===== src/rtl/demux_1x8_stream.sv =====
// 1-to-8 stream demultiplexer with valid/ready handshakes on both sides.
// Each output channel is a one-entry register; the destination comes from s or a round-robin pointer.
module demux_1x8_stream #(
    parameter int unsigned N = 3
) (
    input  logic         clk,
    input  logic         reset_n,
    input  logic [N-1:0] din,
    input  logic [2:0]   s,
    input  logic         rr_en,
    input  logic         in_valid,
    output logic         in_ready,
    output logic [N-1:0] y0,
    output logic [N-1:0] y1,
    output logic [N-1:0] y2,
    output logic [N-1:0] y3,
    output logic [N-1:0] y4,
    output logic [N-1:0] y5,
    output logic [N-1:0] y6,
    output logic [N-1:0] y7,
    output logic [7:0]   out_valid,
    input  logic [7:0]   out_ready,
    output logic [2:0]   ptr
);

    localparam int unsigned NumCh = 8;

    logic [N-1:0] data_q [NumCh];
    logic [7:0]   valid_q, valid_d;
    logic [2:0]   ptr_q, ptr_d;
    logic [2:0]   dest;
    logic         accept;
    logic [7:0]   fill;
    logic [7:0]   drain;

    always_comb begin
        dest     = rr_en ? ptr_q : s;
        // A full channel still accepts when its consumer drains it this cycle.
        in_ready = ~valid_q[dest] | out_ready[dest];
        accept   = in_valid & in_ready;
        fill     = '0;
        drain    = '0;
        valid_d  = '0;
        for (int i = 0; i < NumCh; i++) begin
            fill[i]    = accept && (dest == 3'(i));
            drain[i]   = valid_q[i] & out_ready[i];
            valid_d[i] = fill[i] | (valid_q[i] & ~drain[i]);
        end
        ptr_d = (accept && rr_en) ? ptr_q + 3'd1 : ptr_q;
    end

    always_ff @(posedge clk or negedge reset_n) begin
        if (!reset_n) begin
            valid_q <= '0;
            ptr_q   <= '0;
            for (int i = 0; i < NumCh; i++) begin
                data_q[i] <= '0;
            end
        end else begin
            valid_q <= valid_d;
            ptr_q   <= ptr_d;
            for (int i = 0; i < NumCh; i++) begin
                if (fill[i]) begin
                    data_q[i] <= din;
                end
            end
        end
    end

    assign y0        = data_q[0];
    assign y1        = data_q[1];
    assign y2        = data_q[2];
    assign y3        = data_q[3];
    assign y4        = data_q[4];
    assign y5        = data_q[5];
    assign y6        = data_q[6];
    assign y7        = data_q[7];
    assign out_valid = valid_q;
    assign ptr       = ptr_q;

endmodule


===== config.mk =====
export PLATFORM = sky130hd
export DESIGN_NAME = demux_1x8_stream
export DESIGN_NICKNAME = d
export VERILOG_FILES = /design/src/rtl/demux_1x8_stream.sv
export SDC_FILE = /design/constraint.sdc
export NUM_CORES = 1
export LEC_CHECK = 0
export CAP_MARGIN = 10
export CORE_MARGIN = 4
export CORE_UTILIZATION = 41
export DETAILED_ROUTE_END_ITERATION = 10
export PLACE_DENSITY = 0.86
export SYNTH_ARGS = -nofsm -noshare
export SYNTH_HDL_FRONTEND = slang
export SYNTH_SLANG_ARGS = --single-unit

===== constraint.sdc =====
create_clock -name clk -period 2 [get_ports clk]
set_input_delay 0.2 -clock clk [delete_from_list [all_inputs] [get_ports clk]]
set_output_delay 0.2 -clock clk [all_outputs]
set_load 0.1 [all_outputs]

### After elaboration in Yosys (flattened, before gate mapping)

Index checks and enable logic that the tools add are counted.

| storage, ports and cells | value |
|---|---|
| register bits | 35 |
| latch bits | 0 |
| RAM bits | 0 |
| bits in read-only memories | 0 |
| input bits | 18 |
| output and inout bits | 36 |
| logic and storage cells | 69 |
| memories | 0 |

| operators by class | value |
|---|---|
| add/subtract/negate cells | 1 |
| multipliers | 0 |
| div/mod/pow operators | 0 |
| magnitude comparators | 1 |
| eq/ne operators | 7 |
| shift operators | 0 |
| mux-type cells | 5 |
| bitwise operators | 35 |
| reductions and logical operators | 10 |

Operators by type and width:

| kind | number |
|---|---|
| 1-bit bitwise AND | 17 |
| 3-bit equality test (second input constant) | 4 |
| 1-bit logical AND | 9 |
| 1-bit NOT | 9 |
| 1-bit bitwise OR | 9 |
| 1-bit binary-select mux with 3-bit select | 2 |
| 3-bit by 2-bit equality test with 1-bit output (second input constant) | 2 |
| 3-bit by 4-bit < comparator with 1-bit output (second input constant) | 1 |
| 3-bit by 1-bit adder with 3-bit output (second input constant) | 1 |
| 3-bit by 1-bit equality test with 1-bit output (second input constant) | 1 |
| 3-bit zero test | 1 |
| 3-bit two-way mux | 1 |
| 1-bit two-way mux | 2 |

### Longest topological paths before layout

Gate-level depths: netlist of run 1.

| depth | value |
|---|---|
| depth after elaboration | 8 |
| gate-level depth with buffers | 7 |
| gate-level depth less buffers | 6 |

### Least setup slack after synthesis of run 1

OpenSTA, ideal clock, no wires.

| timing | value |
|---|---|
| path kind | register -> output |
| start | register ptr_q[0] (netlist: ptr[0]) |
| end | output in_ready |
| arrival | 2772 ps |
| required time | 1800 ps |
| slack | -972 ps |
| stages on the path, launching flop included | 6 |
| path buffers | 0 |
| path through | dfrtp_1 nand2_1 nand2_2 mux4_2 nand3_1 and2_1 |

| on the way | value |
|---|---|
| cells in the longest elaborated chain, start to end | 5 |
| elaborated cells on any way between the ends | 7 |
| classes of those cells | mux (5); bitwise (2) |

RTL lines:

| what | line | source |
|---|---|---|
| start: declaration | 30 | `logic [2:0] ptr_q, ptr_d;` |
| start signal: assignment | 61 | `ptr_q <= ptr_d;` |
| 3-bit two-way mux * | 37 | `dest = rr_en ? ptr_q : s;` |
| 1-bit binary-select mux with 3-bit select | 39 | `in_ready = ~valid_q[dest] \| out_ready[dest];` |
| 1-bit two-way mux (implied by the code) | 39 |  |
| 1-bit NOT | 39 |  |
| 1-bit bitwise OR * | 39 |  |
| end: declaration | 12 | `output logic in_ready,` |

Mark *: on every way between the ends. The rest lies on a longest branch, timed or not. The select of a mux whose other input is x is not followed.

### Final worst setup path of run 1

| timing | value |
|---|---|
| start | input s[1] |
| end | register data_q, in the netlist y6[2] |

| on the way | value |
|---|---|
| cells in the longest elaborated chain, start to end | 7 |
| elaborated cells on any way between the ends | 10 |
| classes of those cells | eq/ne (1); mux (5); bitwise (3); reduce/logical (1) |

RTL lines:

| what | line | source |
|---|---|---|
| start: declaration | 9 | `input logic [2:0] s,` |
| 3-bit two-way mux * | 37 |  |
| 1-bit binary-select mux with 3-bit select | 39 |  |
| 1-bit two-way mux (implied by the code) | 39 |  |
| 1-bit NOT | 39 |  |
| 1-bit bitwise OR | 39 |  |
| 1-bit bitwise AND | 40 | `accept = in_valid & in_ready;` |
| 1-bit logical AND * | 45 | `fill[i] = accept && (dest == 3'(i));` |
| end signal: indexed assignment | 64 | `data_q[i] <= din;` |
| end: declaration | 28 | `logic [N-1:0] data_q [NumCh];` |

Marks and branches as above.
A chain may end at the register's enable or synchronous reset.

==> reports/results.ini, run 1 <==
[worst_setup_path]
arrival_ps=2460
start_kind=input pin
max_stage_delay_ps=570
crit_path_top_delay_cell=clkdlybuf4s50_1
path_cells=clkdlybuf4s50_1 -> nand2b_1 -> nand2_2 -> mux4_2 -> a311oi_4 -> and3_4 -> mux2_4
worstSetupPathType=input pin to flop
crit_path_end_kind=flop
critPathRequiredTime_ps=2170
crit_fanout=4
path_buf_inv=1
cp_top_family=multiplexers

[global_routing]
grt_usage=0.2004
grt_pass1_wl_mm=7.748
antenna_found_initial=0
grt_remaining_overflow=0
grt_max_degree=36
grt_pass1_vias=1486

[detailed_routing]
wl_mm=5.088
first_pass_iters=4
drc=0
drtIter0Drc=54
via_per_inst=5.399
wl_per_cell_um=18.99
postRouteAntennaNets=0
vias=1447

[cells_and_area]
design_area_um2=2735
final_nets=238
fillCellCount=259
multi_input_area_um2=933.4
final_core_util=0.7306
area_growth_pct=69.06
ff_latch_area_um2=894.6
drive_above_1_share=0.6136
diodes=0

[status]
violations=setup timing
outcome=complete, but fails checks

[worst_hold_path]
hp-class=input pin to async pin

[timing]
fmax_mhz=437.0
setup_ws_ps=-288.1
fin_setup_tns_ps=-5344
fin_crit_ps=2288
slew_viol_final=0
post-route-period-util=1.144
setup_viol=30
fin_worst_skew_ps=3.651
slew_headroom=0.7012
tightest_slew_ps=443.5
hold_viol=0
rsz0062_at_grt=true

[clock_network]
cts-buffers-inserted=5
clkTransAtPathRegs_ps=70
clock_latency_ps=290
cts_tree=yes
cts_root_buffer=clkbuf_8
cts_buffer_depth=2
cts_hold_buf=0
clock-sinks=35
htreeDepth=2

[synth]
ys_warn_count=0
synthFlopType=dfrtp_1
synth-seq-cells=35
synth.distinct_cells=28
synth_area_um2=1618
syn-num-nets=147
yosysSeqAreaShare=0.5414
avgSynthCellArea_um2=12.64
synthArstFlopShare=1.000
synth_edf_count=0
synth_cells=128

[die]
rows=22
die_w_um=70.82
die_area_um2=5015
ioPinCount=54
start_util=0.4322
core-area_um2=3744
die_h_um=70.82

[placement]
hpwl_mm=3.305
port-buffer-count=53
pre_cts_slack_ps=-649.3
globalplace.congestion=0.9980
place_area_um2=2376

[job]
maxCapViolCount=0

[state kept, by name, summed over array words and instances, names as in the netlist]
signal	count
y1	3
y4	3
y3	3
out_valid	8
y0	3
y6	3
ptr	3
y5	3
y2	3
y7	3
[final cells by class]
type,instances,share of cell area
Multi-Input combinational cell,82,0.3413
Clock buffer,8,0.03660
Tap cell,48,0.02196
Sequential cell,35,0.3271
Timing Repair Buffer,86,0.2608
Inverter,9,0.01235
[stage by stage]
step                      hold slack [ps]  cells
after floorplan                    -95.59    128
after global placement              489.6    246
after detailed placement            490.9    246
after CTS                           328.7    265
after global routing                357.4    268
final                               312.6    268
[metal layers]
metal | GRT usage | up-vias | routed length (um)
met2 | 0.3337 | 66 | 2613
met5 | 0 | - | 0
met4 | 0.08142 | 0 | 137
met3 | 0.05682 | 12 | 324
li1 | - | 647 | -
met1 | 0.2447 | 722 | 2012
[path summary, 6_finish.rpt]
kind                              start            to  slack (ps)  depth (start not counted)
max                                s[1]         y6[2]        -290                          7
min                             reset_n        ptr[1]         310                          2
max reg2reg                      ptr[0]         y6[2]        -280                          6
min reg2reg                out_valid[7]  out_valid[7]         520                          1
max in group asynchronous       reset_n        ptr[0]        1340                          2
min in group clk           out_valid[7]  out_valid[7]         520                          1
[synthesized netlist by cell type (2+ instances only)]
cell type	number	area share
nand3b_1	3	0.014
nand2_1	5	0.012
a21oi_1	4	0.012
mux2_2	25	0.17
mux4_2	2	0.028
mux2i_1	2	0.012
clkbuf_1	2	0.0046
dfrtp_1	35	0.54
a21o_1	8	0.037
o21ai_0	3	0.0093
nand4_1	4	0.015
nand3_1	2	0.0062
and2_1	4	0.015
and2_2	2	0.0093
and3_2	2	0.0093
xnor2_1	2	0.011
nand2b_1	2	0.0077
and3_1	3	0.012
inv_1	9	0.021
[worst reg2reg max path: cells and delay by family (launching register included)]
kind / cells / cell delay [ps]
and+or+nand+nor: 3 / 460
muxes: 2 / 860
DFF: 1 / 450
AOI/OAI and AO/OA: 1 / 400
[placed cells by master (no fill, tap or decap), types with 2 or more instances in the layout]
master	synthesis	layout
buf_4	0	64
mux2_4	0	24
dfrtp_1	35	24
clkdlybuf4s50_1	0	15
inv_1	9	9
dfrtp_2	0	9
a21o_1	8	8
clkbuf_8	0	7
and2_4	0	5
nand4_1	4	4
and3_4	0	4
buf_6	0	4
nand2_1	5	3
nand3b_1	3	3
nand2_4	0	2
nand2b_4	0	2
mux2i_1	2	2
o21ai_0	3	2
a21oi_4	0	2
mux4_2	2	2
xnor2_1	2	2
dlygate4sd2_1	0	2
dfrtp_4	0	2
[what timing repair did]
| action | in CTS | in global routing |
|---|---|---|
| buffers inserted | 11 | 3 |
| pin swaps | 9 | 11 |
| resized for setup | 18 | 17 |
| setup endpoints to repair | 31 | 31 |
[cells by family after synthesis]
| group | count (synthesis) | synth area share |
|---|---|---|
| buf+inv | 11 | 0.02552 |
| flops | 35 | 0.5414 |
| mux | 29 | 0.2142 |
| simple gates | 30 | 0.1137 |
| fa+ha+maj | 1 | 0.007733 |
| xor+xnor | 2 | 0.01083 |
| compound gates | 20 | 0.08662 |
Power of run 1 is left out: the tool's default activity adds up to more than one toggle a clock period on the data nets, which glitch-free logic cannot reach.
==> run 2, diff against run 1 <==
--- a/config.mk
+++ b/config.mk
@@ -10,6 +10,7 @@
 export CORE_UTILIZATION = 41
 export DETAILED_ROUTE_END_ITERATION = 10
 export PLACE_DENSITY = 0.86
+export SETUP_SLACK_MARGIN = 0.2
 export SYNTH_ARGS = -nofsm -noshare
 export SYNTH_HDL_FRONTEND = slang
 export SYNTH_SLANG_ARGS = --single-unit
==> run 2 against run 1 <==
Net effect:
- the run still ends with setup timing left
- sequential share of layout area hardly changed
- die area stayed put
- clock skew hardly changed
- design area hardly changed
- register-to-register slack better by 60 ps
- flip-flop and latch count stayed put
- fmax is 2.9% higher
- non-clock buffer count is 3 lower
- utilization is 0.067 points lower
- worst setup slack better by 63 ps
- critical path type is now flop to flop
- largest cell class unchanged
==> reports/results.ini, run 2 (synthesis results as in run 1) <==
[status]
outcome=complete, but fails checks  ; unchanged
violations=setup timing  ; unchanged

[detailed_routing]
drtIter0Drc=51  ; was 54
drc=0  ; unchanged
postRouteAntennaNets=0  ; unchanged
via_per_inst=5.328  ; was 5.399
first_pass_iters=4  ; unchanged
wl_per_cell_um=18.20  ; was 18.99 um
vias=1412  ; was 1447
wl_mm=4.822  ; was 5.088 mm

[timing]
slew_headroom=0.7051  ; was 0.7012
post-route-period-util=1.112  ; was 1.144
tightest_slew_ps=437.7  ; was 443.5 ps
setup_ws_ps=-224.6  ; was -288.1 ps
hold_viol=0  ; unchanged
setup_viol=29  ; was 30
fin_crit_ps=2225  ; was 2288 ps
fmax_mhz=449.5  ; was 437.0 MHz
rsz0062_at_grt=true  ; unchanged
slew_viol_final=0  ; unchanged
fin_worst_skew_ps=4.035  ; was 3.651 ps

[worst_setup_path]
arrival_ps=2400  ; was 2460 ps
worstSetupPathType=flop to flop  ; was input pin to flop
reg2reg_slack_ps=-220  ; was -280 ps
crit_cells=6  ; was 7
max_stage_delay_ps=550  ; was 570 ps
crit_path_top_delay_cell=mux4_2  ; was clkdlybuf4s50_1
crit_path_end_kind=flop  ; unchanged
crit_end=y7[0]  ; was y6[2]
timing.rr.end=y7[0]  ; was y6[2]
path_buf_inv=0  ; was 1
crit_top_cell=nand2_4
critPathRequiredTime_ps=2180  ; was 2170 ps
cp_top_family=multiplexers  ; unchanged
r2r_start=ptr[0]  ; unchanged
crit_fanout=5  ; was 4
crit_path_start=ptr[0]  ; was s[1]
rr_worst_depth=6  ; unchanged
start_kind=flop  ; was input pin
path_cells=nand2_4 -> nand2_4 -> mux4_2 -> a311oi_4 -> and3_4 -> mux2_4  ; was clkdlybuf4s50_1 -> nand2b_1 -> nand2_2 -> mux4_2 -> a311oi_4 -> and3_4 -> mux2_4

[placement]
port-buffer-count=53  ; unchanged
hpwl_mm=3.360  ; was 3.305 mm
pre_cts_slack_ps=-560.2  ; was -649.3 ps
globalplace.congestion=0.9977  ; was 0.9980

[clock_network]
cts_tree=yes  ; unchanged
cts_buffer_depth=2  ; unchanged
cts_root_buffer=clkbuf_8  ; unchanged
cts-buffers-inserted=5  ; unchanged
clkTransAtPathRegs_ps=70  ; about the same
htreeDepth=2  ; unchanged
clock_latency_ps=290  ; about the same
cts_hold_buf=0  ; unchanged
clock-sinks=35  ; unchanged

[global_routing]
grt_usage=0.1934  ; was 0.2004
grt_pass1_vias=1559  ; was 1486
grt_remaining_overflow=0  ; unchanged
grt_max_degree=36  ; unchanged
grt_pass1_wl_mm=7.548  ; was 7.748 mm
antenna_found_initial=0  ; unchanged

[die]
core-area_um2=3744  ; unchanged
ioPinCount=54  ; unchanged
start_util=0.4322  ; unchanged
die_w_um=70.82  ; unchanged
rows=22  ; unchanged
die_h_um=70.82  ; unchanged
die_area_um2=5015  ; unchanged

[cells_and_area]
fillCellCount=257  ; was 259
diodes=0  ; unchanged
area_growth_pct=68.91  ; was 69.06%
largest_register_ffs=8  ; unchanged
layout_common_cells=buf_4, mux2_4, dfrtp_1  ; unchanged
final_nets=235  ; was 238
layout_commonest_cell=buf_4  ; unchanged
drive_above_1_share=0.6175  ; was 0.6136

[job]
maxCapViolCount=0  ; unchanged

[worst_hold_path]
hp-class=input pin to async pin  ; unchanged

==> run 2: cell count changes in the layout (fill, tap and decap cells not counted) <==
cell      delta
nand3_1      -1
a21oi_4      -1
nand3_4      +1
xnor2_2      +2
o21ai_0      +1
nand2b_4     -1
xnor2_1      -2
nand2b_1     +1
buf_6        +2
o21ai_1      -1
buf_4        -5
a21oi_2      +1
==> run 2: routing by layer <==
metal	vias to the layer above	wire length, um	track usage
li1	631	-	-
met5	-	0	0
met2	46	2438	0.3213
met4	0	123	0.08559
met3	15	283	0.05540
met1	720	1976	0.2333
==> run 2: how the worst min path moves through the flow <==
stage,slack [ps],depth (start not counted),endpoint,from
final,330,2,ptr[1],reset_n
after global placement,490,1,out_valid[0],out_valid[0]
after detailed placement,490,1,out_valid[6],out_valid[6]
after floorplan,-100,0,out_valid[0],reset_n
after global routing,370,2,ptr[1],reset_n
after CTS,340,2,ptr[0],reset_n
==> run 2: final cells by class <==
type,instances,area (um^2),share of cell area
Tap cell,48,60.06,0.02198
Inverter,9,33.78,0.01236
Sequential cell,35,894.6,0.3274
Multi-Input combinational cell,82,945.9,0.3462
Timing Repair Buffer,83,698.2,0.2555
Clock buffer,8,100.1,0.03663
==> run 2: metrics by stage <==
step                      hold slack (ps)  TNS [ps]  area, um^2  utilization  instances
after floorplan                    -95.59     -5984        1738            -        128
after global placement              489.8    -12930        2376       0.6347        246
after detailed placement            489.9    -14480        2376       0.6347        246
after CTS                           343.4     -4848        2606       0.6962        261
after global routing                371.4     -6404        2733       0.7299        265
final                               328.5     -4418        2733       0.7299        265
==> run 2: repair_timing <==
item,CTS,global route
gates resized for setup,19,19
buffers inserted,7,4
pin swaps,10,12
gates cloned,0,0
endpoints found under the setup margin,35,36
Power of run 2 is left out for the same reason.
==> run 3, diff against run 2 <==
--- a/config.mk
+++ b/config.mk
@@ -8,6 +8,7 @@
 export CAP_MARGIN = 10
 export CORE_MARGIN = 4
 export CORE_UTILIZATION = 41
+export CTS_CLUSTER_DIAMETER = 40
 export DETAILED_ROUTE_END_ITERATION = 10
 export PLACE_DENSITY = 0.86
 export SETUP_SLACK_MARGIN = 0.2
==> constraint.sdc (replaced) <==
create_clock -name clk -period 2 [get_ports clk]
set_input_delay 0.2 -clock clk [delete_from_list [all_inputs] [get_ports clk]]
set_output_delay 0.2 -clock clk [all_outputs]
set_load 0.02 [all_outputs]
==> run 3 against run 2 <==
Net effect:
- the flow still finishes with violations (setup timing)
- final cell count rose by 4.2%
- clock skew rose by 3.3 ps
- routed wire length rose by 15%
- register-to-register slack barely moved
- critical path depth did not move
- first-iteration DRC count rose by 67%
- fmax rose by 0.49%
- sequential share of layout area fell by 1.8 points
- die area did not move
- critical endpoint is now y7[1]
==> reports/results.ini, run 3 (synthesis results as in run 1) <==
[detailed_routing]
first_pass_iters=4  ; unchanged
drc=0  ; unchanged
postRouteAntennaNets=0  ; unchanged
vias=1491  ; was 1412
wl_per_cell_um=20.08  ; was 18.20 um
via_per_inst=5.402  ; was 5.328
wl_mm=5.543  ; was 4.822 mm
drtIter0Drc=85  ; was 51

[clock_network]
clock-sinks=35  ; unchanged
clock_latency_ps=300  ; was 290 ps
htreeDepth=2  ; unchanged
cts-buffers-inserted=5  ; unchanged
cts_buffer_depth=2  ; unchanged
cts_tree=yes  ; unchanged
cts_root_buffer=clkbuf_8  ; unchanged
clkTransAtPathRegs_ps=70  ; about the same

[cells_and_area]
final_nets=246  ; was 235
fillCellCount=229  ; was 257
layout_commonest_cell=clkdlybuf4s50_1  ; was buf_4
layout_common_cells=clkdlybuf4s50_1, dfrtp_1, buf_4  ; was buf_4, mux2_4, dfrtp_1
multi_input_area_um2=908.4  ; was 945.9 um^2
design_area_um2=2840  ; was 2733 um^2
ff_latch_area_um2=878.3  ; was 894.6 um^2
largest_register_ffs=8  ; unchanged
drive_above_1_share=0.4342  ; was 0.6175
area_growth_pct=75.56  ; was 68.91%
finalNonFillerCells=276  ; was 265
diodes=0  ; unchanged
final_core_util=0.7587  ; was 0.7299

[worst_setup_path]
critPathRequiredTime_ps=2180  ; about the same
crit_cells=6  ; unchanged
path_buf_inv=0  ; unchanged
crit_path_top_delay_cell=mux4_2  ; unchanged
rr_worst_depth=6  ; unchanged
arrival_ps=2400  ; about the same
start_kind=flop  ; unchanged
path_cells=nand2_4 -> nand2_4 -> mux4_2 -> a311oi_4 -> and3_4 -> mux2_4  ; unchanged
max_stage_delay_ps=550  ; about the same
crit_path_end_kind=flop  ; unchanged
worstSetupPathType=flop to flop  ; unchanged
cp_top_family=multiplexers  ; unchanged
crit_top_cell=nand2_4  ; unchanged
crit_fanout=4  ; was 5

[die]
rows=22  ; unchanged
die_w_um=70.82  ; unchanged
start_util=0.4322  ; unchanged
die_h_um=70.82  ; unchanged
die_area_um2=5015  ; unchanged
core-area_um2=3744  ; unchanged
ioPinCount=54  ; unchanged

[power_and_ir_drop]
ir_drop_mv=0.9791
p_leak_nw=1.356
p_per_area_nw_per_um2=1415

[placement]
port-buffer-count=53  ; unchanged
place_area_um2=2505  ; was 2376 um^2
pre_cts_slack_ps=-669.8  ; was -560.2 ps
globalplace.congestion=0.9730  ; was 0.9977
dp_cells=258  ; was 246
hpwl_mm=3.408  ; was 3.360 mm

[timing]
post-route-period-util=1.107  ; was 1.112
setup_ws_ps=-213.7  ; was -224.6 ps
fin_crit_ps=2214  ; was 2225 ps
fin_worst_skew_ps=7.329  ; was 4.035 ps
hold_viol=0  ; unchanged
slew_viol_final=0  ; unchanged
setup_viol=30  ; was 29
fmax_mhz=451.7  ; was 449.5 MHz
tightest_slew_ps=433.2  ; was 437.7 ps
slew_headroom=0.7112  ; was 0.7051
rsz0062_at_grt=true  ; unchanged
fin_setup_tns_ps=-3328  ; was -4418 ps

[status]
violations=setup timing  ; unchanged
outcome=complete, but fails checks  ; unchanged

[worst_hold_path]
hp-class=input pin to async pin  ; unchanged

[job]
maxCapViolCount=0  ; unchanged

[global_routing]
antenna_found_initial=0  ; unchanged
grt_remaining_overflow=0  ; unchanged
grt_usage=0.2148  ; was 0.1934
grt_pass1_wl_mm=8.224  ; was 7.548 mm
grt_pass1_vias=1619  ; was 1559
grt_max_degree=36  ; unchanged

==> run 3: cell types whose count changed in the layout (fill, tap and decap cells not counted), sizes merged <==
| cell | change |
|---|---|
| clkdlybuf4s50 | +35 |
| buf | -24 |
| clkbuf | -2 |
| clkinv | +1 |
| clkinvlp | +1 |
==> run 3: final timing paths <==
| check | startpoint | end | slack (ps) |
|---|---|---|---|
| worst max-delay path | ptr[0] | y7[1] | -210 |
| worst min-delay path | reset_n | y7[2] | 310 |
| worst max register to register | ptr[0] | y7[1] | -210 |
| worst min register to register | y6[2] | y6[2] | 520 |
| max in group asynchronous | reset_n | ptr[1] | 1360 |
| min in group clk | y6[2] | y6[2] | 520 |
==> run 3: per-stage QoR <==
stage / power [mW] / hold slack (ps)
6_report: 4.018 / 311.2
5_1_grt: 4.200 / 347.4
4_1_cts: 3.890 / 334.2
3_5_place_dp: 3.198 / 495.8
3_3_place_gp: 3.138 / 496.4
2_1_floorplan: 2.179 / -95.59
==> run 3: power breakdown <==
group / internal (mW) / leakage [nW] / switching [mW]
Sequential: 1.02 / 0.431 / 0.237
Combinational: 1.27 / 0.884 / 0.975
Clock: 0.243 / 0.0412 / 0.272
==> run 3: final cells by class <==
type,count,share of cell area
clock buffers,6,0.02555
repair buffers,94,0.3079
inverters,9,0.01189
flip-flops and latches,35,0.3093
well taps,48,0.02115
multi-input cells,82,0.3198
clock inverters,2,0.004405
==> run 3: routing by layer <==
metal	track usage	part of all wire	up-vias
li1	-	-	656
met1	0.2596	0.42	742
met2	0.3615	0.49	77
met3	0.07528	0.065	16
met4	0.06472	0.032	0
met5	0	0	-
==> run 3: timing repair <==
action                                  in CTS  in global routing
setup buffers                                6                  4
endpoints found under the setup margin      36                 36
hold endpoints to repair                     0                  0
pin swaps                                   13                  8
hold buffers                                 0                  0
resized for setup                           40                 11
gates cloned                                 0                  0
(Power assumes the default switching activity.)
